$ cat config.mk
export PLATFORM = sky130hd
export DESIGN_NAME = neopixel_frame_arbiter
export DESIGN_NICKNAME = d
export VERILOG_FILES = /design/src/rtl/neopixel_frame_arbiter.sv
export SDC_FILE = /design/constraint.sdc
export NUM_CORES = 1
export LEC_CHECK = 0
export ABC_AREA = 0
export BUFFER_PORTS_ARGS = -buffer_cell sky130_fd_sc_hd__buf_4
export CORE_MARGIN = 8
export CORE_UTILIZATION = 59
export DETAILED_ROUTE_END_ITERATION = 7
export GPL_ROUTABILITY_DRIVEN = 0
export PLACE_DENSITY = 0.89
export SYNTH_ARGS = -nofsm -noshare
export SYNTH_HDL_FRONTEND = slang
export SYNTH_SLANG_ARGS = --single-unit
$ cat constraint.sdc
create_clock -name clock -period 2.7 [get_ports clock]
set_input_delay 0.405 -clock clock [delete_from_list [all_inputs] [get_ports clock]]
set_output_delay 0.405 -clock clock [all_outputs]
set_load 0.005 [all_outputs]
$ cat src/rtl/neopixel_frame_arbiter.sv
// ---------------------------------------------------------------------------
// neopixel_frame_arbiter
//
// Shares one neopixel driver between NREQ frame producers (round feedback,
// pattern-load status, game-over display). One-cycle update requests are
// latched into a pending mask. The driver is granted round-robin, kicked with
// a one-cycle start, and then the arbiter waits for its done. After every
// frame an idle gap of GAP_CYCLES keeps the WS2812 latch time. A watchdog
// aborts a frame whose done never arrives and raises a sticky error flag.
//
// Ports:
//   clock        system clock
//   reset        synchronous, active-high
//   req          per-requester update pulse (bit i = requester i)
//   drv_done     driver finished the current frame (pulse or level)
//   clr_err      clears timeout_err
//   drv_start    one-cycle start strobe to the driver
//   grant        one-hot frame-source select (zero outside START/WAIT)
//   grant_id     binary index of grant
//   pending      latched requests not yet served
//   busy         arbiter is not IDLE
//   timeout_err  sticky watchdog flag
// ---------------------------------------------------------------------------
module neopixel_frame_arbiter #(
    parameter int NREQ       = 3,
    parameter int GAP_CYCLES = 2500,
    parameter int TIMEOUT    = 100000
) (
    input  logic                    clock,
    input  logic                    reset,
    input  logic [NREQ-1:0]         req,
    input  logic                    drv_done,
    input  logic                    clr_err,
    output logic                    drv_start,
    output logic [NREQ-1:0]         grant,
    output logic [$clog2(NREQ)-1:0] grant_id,
    output logic [NREQ-1:0]         pending,
    output logic                    busy,
    output logic                    timeout_err
);

    localparam int IDW = $clog2(NREQ);
    localparam int SW  = IDW + 1;
    localparam int GW  = (GAP_CYCLES > 1) ? $clog2(GAP_CYCLES) : 1;
    localparam int TW  = (TIMEOUT > 1) ? $clog2(TIMEOUT) : 1;

    localparam logic [GW-1:0]   GAP_LOAD = (GAP_CYCLES > 0) ? GW'(GAP_CYCLES - 1) : '0;
    localparam logic [TW-1:0]   WD_LAST  = TW'(TIMEOUT - 1);
    localparam logic [IDW-1:0]  ID_LAST  = IDW'(NREQ - 1);
    localparam logic [NREQ-1:0] ONE_HOT0 = {{(NREQ-1){1'b0}}, 1'b1};

    typedef enum logic [1:0] {
        ST_IDLE  = 2'd0,
        ST_START = 2'd1,
        ST_WAIT  = 2'd2,
        ST_GAP   = 2'd3
    } state_t;

    state_t          state_r;
    logic [NREQ-1:0] pending_r;
    logic [NREQ-1:0] grant_r;
    logic [IDW-1:0]  grant_id_r;
    logic [IDW-1:0]  last_r;
    logic            drv_start_r;
    logic            busy_r;
    logic            timeout_err_r;
    logic [GW-1:0]   gap_cnt_r;
    logic [TW-1:0]   wd_cnt_r;

    logic            win_found_s;
    logic [IDW-1:0]  win_id_s;
    logic [NREQ-1:0] win_onehot_s;
    logic            take_s;
    logic            timeout_hit_s;

    // Index `offs` positions above `base`, wrapping at NREQ (NREQ need not be a power of two).
    function automatic logic [IDW-1:0] rr_index(input logic [IDW-1:0] base, input int offs);
        logic [SW-1:0] sum;
        sum = {1'b0, base} + SW'(offs);
        return (sum >= SW'(NREQ)) ? IDW'(sum - SW'(NREQ)) : IDW'(sum);
    endfunction

    // Round-robin winner: first pending bit scanning upward from last+1, wrapping.
    always_comb begin
        win_found_s = 1'b0;
        win_id_s    = '0;
        for (int k = 1; k <= NREQ; k++) begin
            if (!win_found_s && pending_r[rr_index(last_r, k)]) begin
                win_found_s = 1'b1;
                win_id_s    = rr_index(last_r, k);
            end else begin
                win_found_s = win_found_s;
                win_id_s    = win_id_s;
            end
        end
    end

    assign win_onehot_s  = ONE_HOT0 << win_id_s;
    assign take_s        = (state_r == ST_IDLE) && win_found_s;
    // drv_done has priority over a watchdog expiry in the same cycle.
    assign timeout_hit_s = (state_r == ST_WAIT) && !drv_done && (wd_cnt_r == WD_LAST);

    // Arbitration FSM with registered grant, start strobe, busy and counters.
    always_ff @(posedge clock) begin
        if (reset) begin
            state_r     <= ST_IDLE;
            grant_r     <= '0;
            grant_id_r  <= '0;
            last_r      <= ID_LAST;
            drv_start_r <= 1'b0;
            busy_r      <= 1'b0;
            gap_cnt_r   <= '0;
            wd_cnt_r    <= '0;
        end else begin
            drv_start_r <= 1'b0;
            case (state_r)
                ST_IDLE: begin
                    if (win_found_s) begin
                        state_r     <= ST_START;
                        grant_r     <= win_onehot_s;
                        grant_id_r  <= win_id_s;
                        last_r      <= win_id_s;
                        drv_start_r <= 1'b1;
                        busy_r      <= 1'b1;
                    end else begin
                        grant_r    <= '0;
                        grant_id_r <= '0;
                        busy_r     <= 1'b0;
                    end
                end
                ST_START: begin
                    // drv_done is deliberately ignored here.
                    state_r  <= ST_WAIT;
                    wd_cnt_r <= '0;
                end
                ST_WAIT: begin
                    if (drv_done || timeout_hit_s) begin
                        grant_r    <= '0;
                        grant_id_r <= '0;
                        wd_cnt_r   <= '0;
                        if (GAP_CYCLES == 0) begin
                            state_r <= ST_IDLE;
                            busy_r  <= 1'b0;
                        end else begin
                            state_r   <= ST_GAP;
                            gap_cnt_r <= GAP_LOAD;
                        end
                    end else begin
                        wd_cnt_r <= wd_cnt_r + TW'(1);
                    end
                end
                ST_GAP: begin
                    if (gap_cnt_r == '0) begin
                        state_r <= ST_IDLE;
                        busy_r  <= 1'b0;
                    end else begin
                        gap_cnt_r <= gap_cnt_r - GW'(1);
                    end
                end
                default: begin
                    state_r    <= ST_IDLE;
                    grant_r    <= '0;
                    grant_id_r <= '0;
                    busy_r     <= 1'b0;
                end
            endcase
        end
    end

    // Pending mask: new requests OR in; the winner clears unless it re-requests this cycle.
    always_ff @(posedge clock) begin
        if (reset) begin
            pending_r <= '0;
        end else if (take_s) begin
            pending_r <= (pending_r & ~win_onehot_s) | req;
        end else begin
            pending_r <= pending_r | req;
        end
    end

    // Sticky watchdog flag; a new timeout beats a simultaneous clear.
    always_ff @(posedge clock) begin
        if (reset) begin
            timeout_err_r <= 1'b0;
        end else if (timeout_hit_s) begin
            timeout_err_r <= 1'b1;
        end else if (clr_err) begin
            timeout_err_r <= 1'b0;
        end else begin
            timeout_err_r <= timeout_err_r;
        end
    end

    // The start strobe is masked while reset is high so a reset landing in START cannot kick the driver.
    assign drv_start   = drv_start_r & ~reset;
    assign grant       = grant_r;
    assign grant_id    = grant_id_r;
    assign pending     = pending_r;
    assign busy        = busy_r;
    assign timeout_err = timeout_err_r;

endmodule

# Word-level counts from Yosys, hierarchy flattened
# Index checks and enable logic that the tools add are counted.
totals:
  regBits: 44
  latchBits: 0
  ram_bits: 0
  rom_bits: 0
  in_bits: 7
  elab_cells: 98
  n_memories: 0
op_classes:
  n_addsub: 8
  multipliers: 0
  div: 0
  n_lt_le_gt_ge: 6
  eq_ne: 8
  shift: 1
  mux: 36
  bitwise: 7
  n_reduce_logical: 22
ops:
  columns: ["op", "count"]
  rows:
  - ["$pmux 17 s2", 1]
  - ["$mux 12", 2]
  - ["$pmux 12 s2", 1]
  - ["$mux 2", 11]
  - ["$add 17x1->17 const B", 1]
  - ["$eq 17x17->1 const B", 1]
  - ["$mux 17", 1]
  - ["$logic_not 12->1", 1]
  - ["$sub 12x1->12 const B", 1]
  - ["$mux 1", 10]
  - ["$reduce_bool 2->1", 5]
  - ["$ge 3x2->1 const B", 3]
  - ["$lt 2x3->1 const B", 3]
  - ["$mux 3", 3]
  - ["$pmux 2 s4", 1]
  - ["$add 2x2->3 const B", 2]
  - ["$bmux 1 s2", 3]
  - ["$ne 2x2->1 const B", 3]
  - ["$or 3x3->3", 2]
  - ["$pmux 3 s2", 1]
  - ["$reduce_and 2->1", 3]
  - ["$reduce_and 3->1", 2]
  - ["$sub 2x2->2 const B", 3]
  - ["$logic_and 1x1->1", 5]
  - ["15 further kinds", 19]

# Depth between registers and ports, before layout
# Gate-level depths: netlist (run 1).
logic_depth:
  ltp_word: 17
  mapped_depth: 9
  depth_no_buf: 7

# Least setup slack after synthesis (run 1)
# Ideal clock, no wire load.
synth_path:
  kind: "register -> register"
  from: "register wd_cnt_r[5]"
  to: "register gap_cnt_r[8]"
  arrival_ps: 2166
  required_time_ps: 2626
  setup_slack_ps: 459
  path_stages_with_launch: 7
  n_path_buf: 1
  period_less_slack_ps: 2241
  path_cell_list: "dfxtp_1 or4b_4 nor4_4 o22ai_2 buf_6 or4_1 a31oi_1"
synth_between:
  elab_chain_cells: 5
synth_rtl:
  columns: ["element", "line_no", "source"]
  rows:
  - ["start: declaration", "68", "logic [TW-1:0] wd_cnt_r;"]
  - ["start signal: assignment", "149", "wd_cnt_r <= wd_cnt_r + TW'(1);"]
  - ["$eq 17x17->1", "101", "assign timeout_hit_s = (state_r == ST_WAIT) && !drv_done && (wd_cnt_r == WD_LAST);"]
  - ["$logic_and 1x1->1", "101", null]
  - ["$logic_or 1x1->1", "137", "if (drv_done || timeout_hit_s) begin"]
  - ["$ne 2x1->1 (no source line)", null, null]
  - ["$reduce_and 3->1 (no source line)", null, null]
  - ["end signal: assignment", "157", "gap_cnt_r <= gap_cnt_r - GW'(1);"]
  - ["end: declaration", "67", "logic [GW-1:0] gap_cnt_r;"]
# Every way passes these cells.
# A chain may end at the register's enable or synchronous reset.

# Worst setup path in the final report (run 1)
layout_path:
  from: "register last_r[0]"
  to: "register grant_r[0] (netlist: grant[0])"
layout_between:
  elab_chain_cells: 15
layout_rtl:
  columns: ["element", "line_no", "source"]
  rows:
  - ["start: declaration", "63", "logic [IDW-1:0] last_r;"]
  - ["start signal: assignment", "122", "last_r <= win_id_s;"]
  - ["$add 2x1->3", "79", "sum = {1'b0, base} + SW'(offs);"]
  - ["$ge 3x2->1 / $sub 2x2->2 (equally long branches)", "80", "return (sum >= SW'(NREQ)) ? IDW'(sum - SW'(NREQ)) : IDW'(sum);"]
  - ["$mux 2", "80", null]
  - ["$bmux 1 s2", "88", "if (!win_found_s && pending_r[rr_index(last_r, k)]) begin"]
  - ["$mux 1 (not written as such)", "88", null]
  - ["$mux 1", "88", null]
  - ["$logic_not 1->1", "88", null]
  - ["$logic_and 1x1->1", "88", null]
  - ["$mux 1", "88", null]
  - ["$logic_not 1->1", "88", null]
  - ["$logic_and 1x1->1", "88", null]
  - ["$mux 2", "88", null]
  - ["$shl 1x2->3", "98", "assign win_onehot_s = ONE_HOT0 << win_id_s;"]
  - ["$mux 3 (*)", "118", "if (win_found_s) begin"]
  - ["$pmux 3 s2 (*)", "116", "case (state_r)"]
  - ["end signal: assignment", "120", "grant_r <= win_onehot_s;"]
  - ["end: declaration", "61", "logic [NREQ-1:0] grant_r;"]
# Mark *: on every way between the ends. The rest lies on a longest branch, timed or not. The select of a mux whose other input is x is not followed.

==> out/results.tsv, run 1 <==
stage	metric	value	unit
status	outcome	finished clean	
placement	dp_hpwl	3.330	mm
final_layout	antenna_cells	0	
min_path	hold_path.class	in -> reg	
cts	cts_hold_buf	0	
cts	cts_buffers	5	
route	dr.pass1.iters	4	
global_routing	globalRouteTotalUtil	16.08	%
logic_synthesis	syn_area_per_cell	8.458	um2
min_path	min_path_cells	2	
logic_synthesis	synthDistinctLibCells	52	
final_layout	area_delta_synth_final	10.75	%
final_layout	drive_gt1_share	11.76	%
die	io_pins	18	
power	ir_worst_vdd	0.0004500	V
global_routing	grt_first_pass_wirelength	8.314	mm
global_routing	grt_pass1_vias	1948	
placement	portBuffers	17	
route	drtIter0Drc	97	
cts	cts.repair.resized	0	
die	start_util	62.14	%
cts	cts_setup_buffers	0	
logic_synthesis	synth_nets	288	
logic_synthesis	synthFlopType	dfxtp_1	
logic_synthesis	synth-seq-area-share	38.43	%
logic_synthesis	synth_edf_count	0	
sta	min_period	2.469	ns
logic_synthesis	ys_top_cells_by_area	dfxtp_1, ha_1, nor2_1	
sta	period_share	91.43	%
die	die_h	78.33	um
sta	setup_viol	0	
critical_path	rr_worst_depth	7	
sta	rsz0062_at_grt	no	
critical_path	cp_data_required_time	2.91	ns
critical_path	criticalPathCategory	reg -> reg	
critical_path	arrival	2.68	ns
global_routing	grt_max_degree	24	
cts	clockBufferDepth	2	
job	drv_cap	0	
route	vias_per_cell	5.950	
route	dr_total_vias	2005	
power	power_density	987.8	nW/um2
final_layout	final_util	68.83	%
final_layout	instances_no_fill	337	
cts	cts_tree	done	
sta	slew_headroom	49.74	%
critical_path	path_max_fanout	7	
die	dieArea	6136	um2
sta	hold_viol	0	
sta	clock.fmax	405.1	MHz
sta	tns	0	ns
power	leakage	0.9786	nW
sta	fin_skew	0.006498	ns
logic_synthesis	yosysWarnings	0	
critical_path	r2r_slack	0.23	ns
critical_path	cp-end-kind	flip-flop	
cts	clock-sinks	44	
route	wl	4.646	mm
cts	clock-root-buffer	clkbuf_8	
route	routedWlPerCell	13.79	um
global_routing	overflow	0	
final_layout	final_common_cell	dfxtp_1	
global_routing	antenna_found_initial	0	
die	coreArea	3689	um2
route	ant_nets	0	
cts	clk_latency	0.30	ns
placement	place_inst	330	
final_layout	layout_common_cells	dfxtp_1, nor2_1, nand2_1, buf_4, inv_1	
cts	path_clk_slew	0.08	ns
logic_synthesis	yosys_register_bits	44	
logic_synthesis	synthArstFlopShare	0	%
logic_synthesis	syn-cell-area	2292	um2
critical_path	worstSetupStartpointType	flip-flop	
logic_synthesis	yosys.area.top_type	dfxtp_1	
die	rows	22	
logic_synthesis	synth_cells	271	
sta	final_max_slew_viol_count	0	
cts	htreeDepth	2	
die	die_x	78.33	um
route	drc	0	
sta	tightest_slew	0.7539	ns
final_layout	finalNetCount	306	
logic_synthesis	netlist.area_leader.share	38.43	%
-- where the power goes --
group          internal [mW]  switching, mW  total (mW)
Clock                  0.176          0.213       0.389
Sequential             0.794          0.126       0.920
Combinational          0.502          0.696        1.20
Total                   1.47           1.04        2.51
-- cells by family (layout without fill, tap and decap cells) --
family | after synthesis | after routing | synth area share [%]
DFF | 44 | 44 | 38.43
xor gates and xnor gates | 14 | 14 | 5.349
buffers and inverters | 27 | 45 | 4.749
muxes | 2 | 2 | 0.8734
and+or+nand+nor | 112 | 112 | 27.02
adders and majority gates | 10 | 10 | 5.459
AOI/OAI and AO/OA | 62 | 62 | 18.12
-- per-layer routing --
metal | share of wire [%] | GRT usage (%) | up-vias
li1 | - | - | 1016
met1 | 46 | 17.65 | 955
met2 | 49 | 28.75 | 29
met3 | 3.6 | 3.645 | 5
met4 | 1.3 | 7.222 | 0
met5 | 0 | 0 | -
-- state kept, by name (all words and copies together), names as in the netlist --
register     count
pending          3
busy             1
wd_cnt_r        17
gap_cnt_r       12
state_r          2
drv_start_r      1
last_r           2
grant            3
timeout_err      1
grant_id         2
-- final timing paths --
kind                                  from                       end
setup / recovery    last_r[0]$_SDFFE_PP0P_     grant[0]$_SDFFE_PP0P_
hold / removal                      req[1]     pending[1]$_SDFF_PP0_
setup reg to reg    last_r[0]$_SDFFE_PP0P_     grant[0]$_SDFFE_PP0P_
hold reg to reg   grant_id[1]$_SDFFE_PP0P_  grant_id[1]$_SDFFE_PP0P_
-- synth_stat cells (all sizes together), types with 4 or more instances --
cell	n
or3	9
xnor2	7
nor2	25
or4	8
nand4	9
clkbuf	7
xor2	7
a21oi	15
o21ai	11
o31ai	8
ha	10
a31oi	5
dfxtp	44
nand2	23
inv	17
a21boi	4
nor2b	7
nand3	8
-- metrics by stage --
step | worst slack [ns] | cell area [um2] | hold WS [ns] | power [mW]
floorplan | 0.4592 | 2292 | 0.4487 | 1.847
global placement | 0.3526 | 2461 | 0.4456 | 2.064
detailed placement | 0.2550 | 2461 | 0.4499 | 2.120
CTS | 0.2311 | 2539 | 0.3078 | 2.511
global route | 0.02464 | 2539 | 0.3104 | 2.727
finish | 0.2315 | 2539 | 0.3140 | 2.508
-- final cells by class --
type / instances / area (um2)
Clock inverter: 1 / 5.005
Clock buffer: 6 / 72.57
Fill cell: 307 / 1150
Timing Repair Buffer: 20 / 150.1
Tap cell: 48 / 60.06
Sequential cell: 44 / 880.8
Multi-Input combinational cell: 200 / 1303
Inverter: 18 / 67.56
-- worst max-delay path, stage by stage (launching register included) --
cell	delay [ns]
dfxtp_1	0.44
inv_1	0.11
ha_1	0.40
a21boi_0	0.18
nand3_1	0.17
o21ai_0	0.20
or4b_2	0.67
o31ai_1	0.22
Note: power is estimated with default switching activity, not from simulation.
==> run 2: changes to the inputs <==
--- a/config.mk
+++ b/config.mk
@@ -11,7 +11,7 @@
 export CORE_UTILIZATION = 59
 export DETAILED_ROUTE_END_ITERATION = 7
 export GPL_ROUTABILITY_DRIVEN = 0
-export PLACE_DENSITY = 0.89
+export PLACE_DENSITY = 0.85
 export SYNTH_ARGS = -nofsm -noshare
 export SYNTH_HDL_FRONTEND = slang
 export SYNTH_SLANG_ARGS = --single-unit
==> out/results.tsv, run 2 (synthesis results as in run 1) <==
stage	metric	value	unit	change
critical_path	reg2reg_from	last_r[0]$_SDFFE_PP0P_		
power	total_power	2.545	mW	+1.5%
final_layout	drive_gt1_share	11.50	%	-0.27 points
critical_path	r2r_slack	0.21	ns	-0.02 ns
final_layout	largestRegisters	wd_cnt_r (17), gap_cnt_r (12)		
min_path	min_path_cells	2		unchanged
placement	place_inst	328		-0.61%
route	dr_total_vias	1991		-0.70%
die	die_x	78.33	um	unchanged
cts	cts_setup_buffers	0		unchanged
cts	cts_buffers	5		unchanged
critical_path	cp_data_required_time	2.90	ns	about the same
sta	clock.fmax	401.9	MHz	-0.79%
die	io_pins	18		unchanged
global_routing	globalRouteTotalUtil	15.78	%	-0.30 points
sta	final_max_slew_viol_count	0		unchanged
final_layout	instances_no_fill	335		-0.59%
min_path	hold_path.class	in -> reg		
sta	rsz0062_at_grt	no		
sta	setup_viol	0		unchanged
critical_path	arrival	2.69	ns	about the same
final_layout	finalNetCount	304		-0.65%
global_routing	grt_pass1_vias	1837		-5.7%
final_layout	area_delta_synth_final	10.92	%	
global_routing	grt_max_degree	24		unchanged
die	dieArea	6136	um2	unchanged
min_path	holdPathEnd	pending[2]$_SDFF_PP0_		
die	start_util	62.14	%	unchanged
cts	cts.repair.resized	0		unchanged
sta	tightest_slew	0.7336	ns	-0.02034 ns
sta	fin_skew	0.009958	ns	+0.003461 ns
route	drc	0		unchanged
cts	cts_hold_buf	0		unchanged
cts	path_clk_slew	0.08	ns	about the same
critical_path	worstSetupStartpointType	flip-flop		
power	power_density	1001	nW/um2	+1.3%
power	leakage	0.9775	nW	-0.12%
critical_path	rr_worst_depth	7		unchanged
critical_path	path_max_fanout	7		unchanged
die	die_h	78.33	um	unchanged
sta	period_share	92.16	%	+0.73 points
critical_path	worstReg2RegEnd	pending[0]$_SDFF_PP0_		
status	outcome	finished clean		
route	ant_nets	0		unchanged
route	vias_per_cell	5.943		-0.11%
route	dr.pass1.iters	4		unchanged
critical_path	criticalPathCategory	reg -> reg		
final_layout	layout_common_cells	dfxtp_1, nor2_1, nand2_1, buf_4, inv_1		
cts	clock-root-buffer	clkbuf_8		
placement	portBuffers	17		unchanged
job	drv_cap	0		unchanged
sta	slew_headroom	50.41	%	+0.67 points
cts	htreeDepth	2		unchanged
final_layout	final_common_cell	dfxtp_1		
cts	clockBufferDepth	2		unchanged
route	wl	4.666	mm	+0.43%
route	drtIter0Drc	96		-1.0%
min_path	min_from	req[2]		
route	routedWlPerCell	13.93	um	+1.0%
die	rows	22		unchanged
sta	min_period	2.488	ns	+0.01971 ns
sta	tns	0	ns	unchanged
final_layout	largest_reg_flops	17		unchanged
cts	clk_latency	0.30	ns	about the same
power	ir_worst_vdd	0.0003603	V	-20%
final_layout	regMostFlops	wd_cnt_r		
final_layout	antenna_cells	0		unchanged
global_routing	overflow	0		unchanged
global_routing	antenna_found_initial	0		unchanged
cts	cts_tree	done		
global_routing	grt_first_pass_wirelength	8.093	mm	-2.7%
cts	clock-sinks	44		unchanged
placement	dp_hpwl	3.259	mm	-2.1%
critical_path	cp-end-kind	flip-flop		
sta	timing.hold.ws	0.3107	ns	-0.003349 ns
die	coreArea	3689	um2	unchanged
sta	hold_viol	0		unchanged
run 2: final cells by class:
class	instances	area, um2
Clock buffer	7	96.34
Tap cell	48	60.06
Multi-Input combinational cell	200	1303
Timing Repair Buffer	18	135.1
Fill cell	292	1146
Inverter	18	67.56
Sequential cell	44	880.8
run 2: through the flow:
step	utilization [%]	worst slack (ns)	instance area, um2
6_report	68.93	0.2118	2542
5_1_grt	68.93	0.04198	2542
4_1_cts	68.93	0.2309	2542
3_5_place_dp	66.32	0.2531	2446
3_3_place_gp	66.32	0.3372	2446
2_1_floorplan	-	0.4592	2292
run 2: worst max-delay path by stage:
stage / start / to / slack, ns / depth (start not counted)
floorplan: wd_cnt_r[5]$_SDFFE_PP0P_ / gap_cnt_r[8]$_SDFFE_PP0P_ / 0.46 / 6
global placement: last_r[0]$_SDFFE_PP0P_ / pending[0]$_SDFF_PP0_ / 0.34 / 7
global route: last_r[0]$_SDFFE_PP0P_ / pending[0]$_SDFF_PP0_ / 0.04 / 7
detailed placement: last_r[0]$_SDFFE_PP0P_ / pending[0]$_SDFF_PP0_ / 0.25 / 7
finish: last_r[0]$_SDFFE_PP0P_ / pending[0]$_SDFF_PP0_ / 0.21 / 7
CTS: last_r[0]$_SDFFE_PP0P_ / pending[0]$_SDFF_PP0_ / 0.23 / 7
run 2: layer usage:
layer | track usage, % | vias up | wire length, um
met5 | 0 | - | 0
met4 | 7.037 | 0 | 97
met3 | 5.125 | 10 | 218
met2 | 25.77 | 38 | 2080
met1 | 18.40 | 931 | 2270
li1 | - | 1012 | -
run 2: worst max-delay path, stage by stage (launching register included):
cell      delay, ns
dfxtp_1        0.44
inv_1          0.11
ha_1           0.40
a21boi_0       0.17
nand3_1        0.18
o21ai_0        0.22
or4b_2         0.68
a22o_1         0.19
run 2: where the power goes:
part | switching (mW) | internal, mW
clock | 0.222 | 0.228
sequential | 0.122 | 0.794
combinational | 0.690 | 0.489
total | 1.03 | 1.51
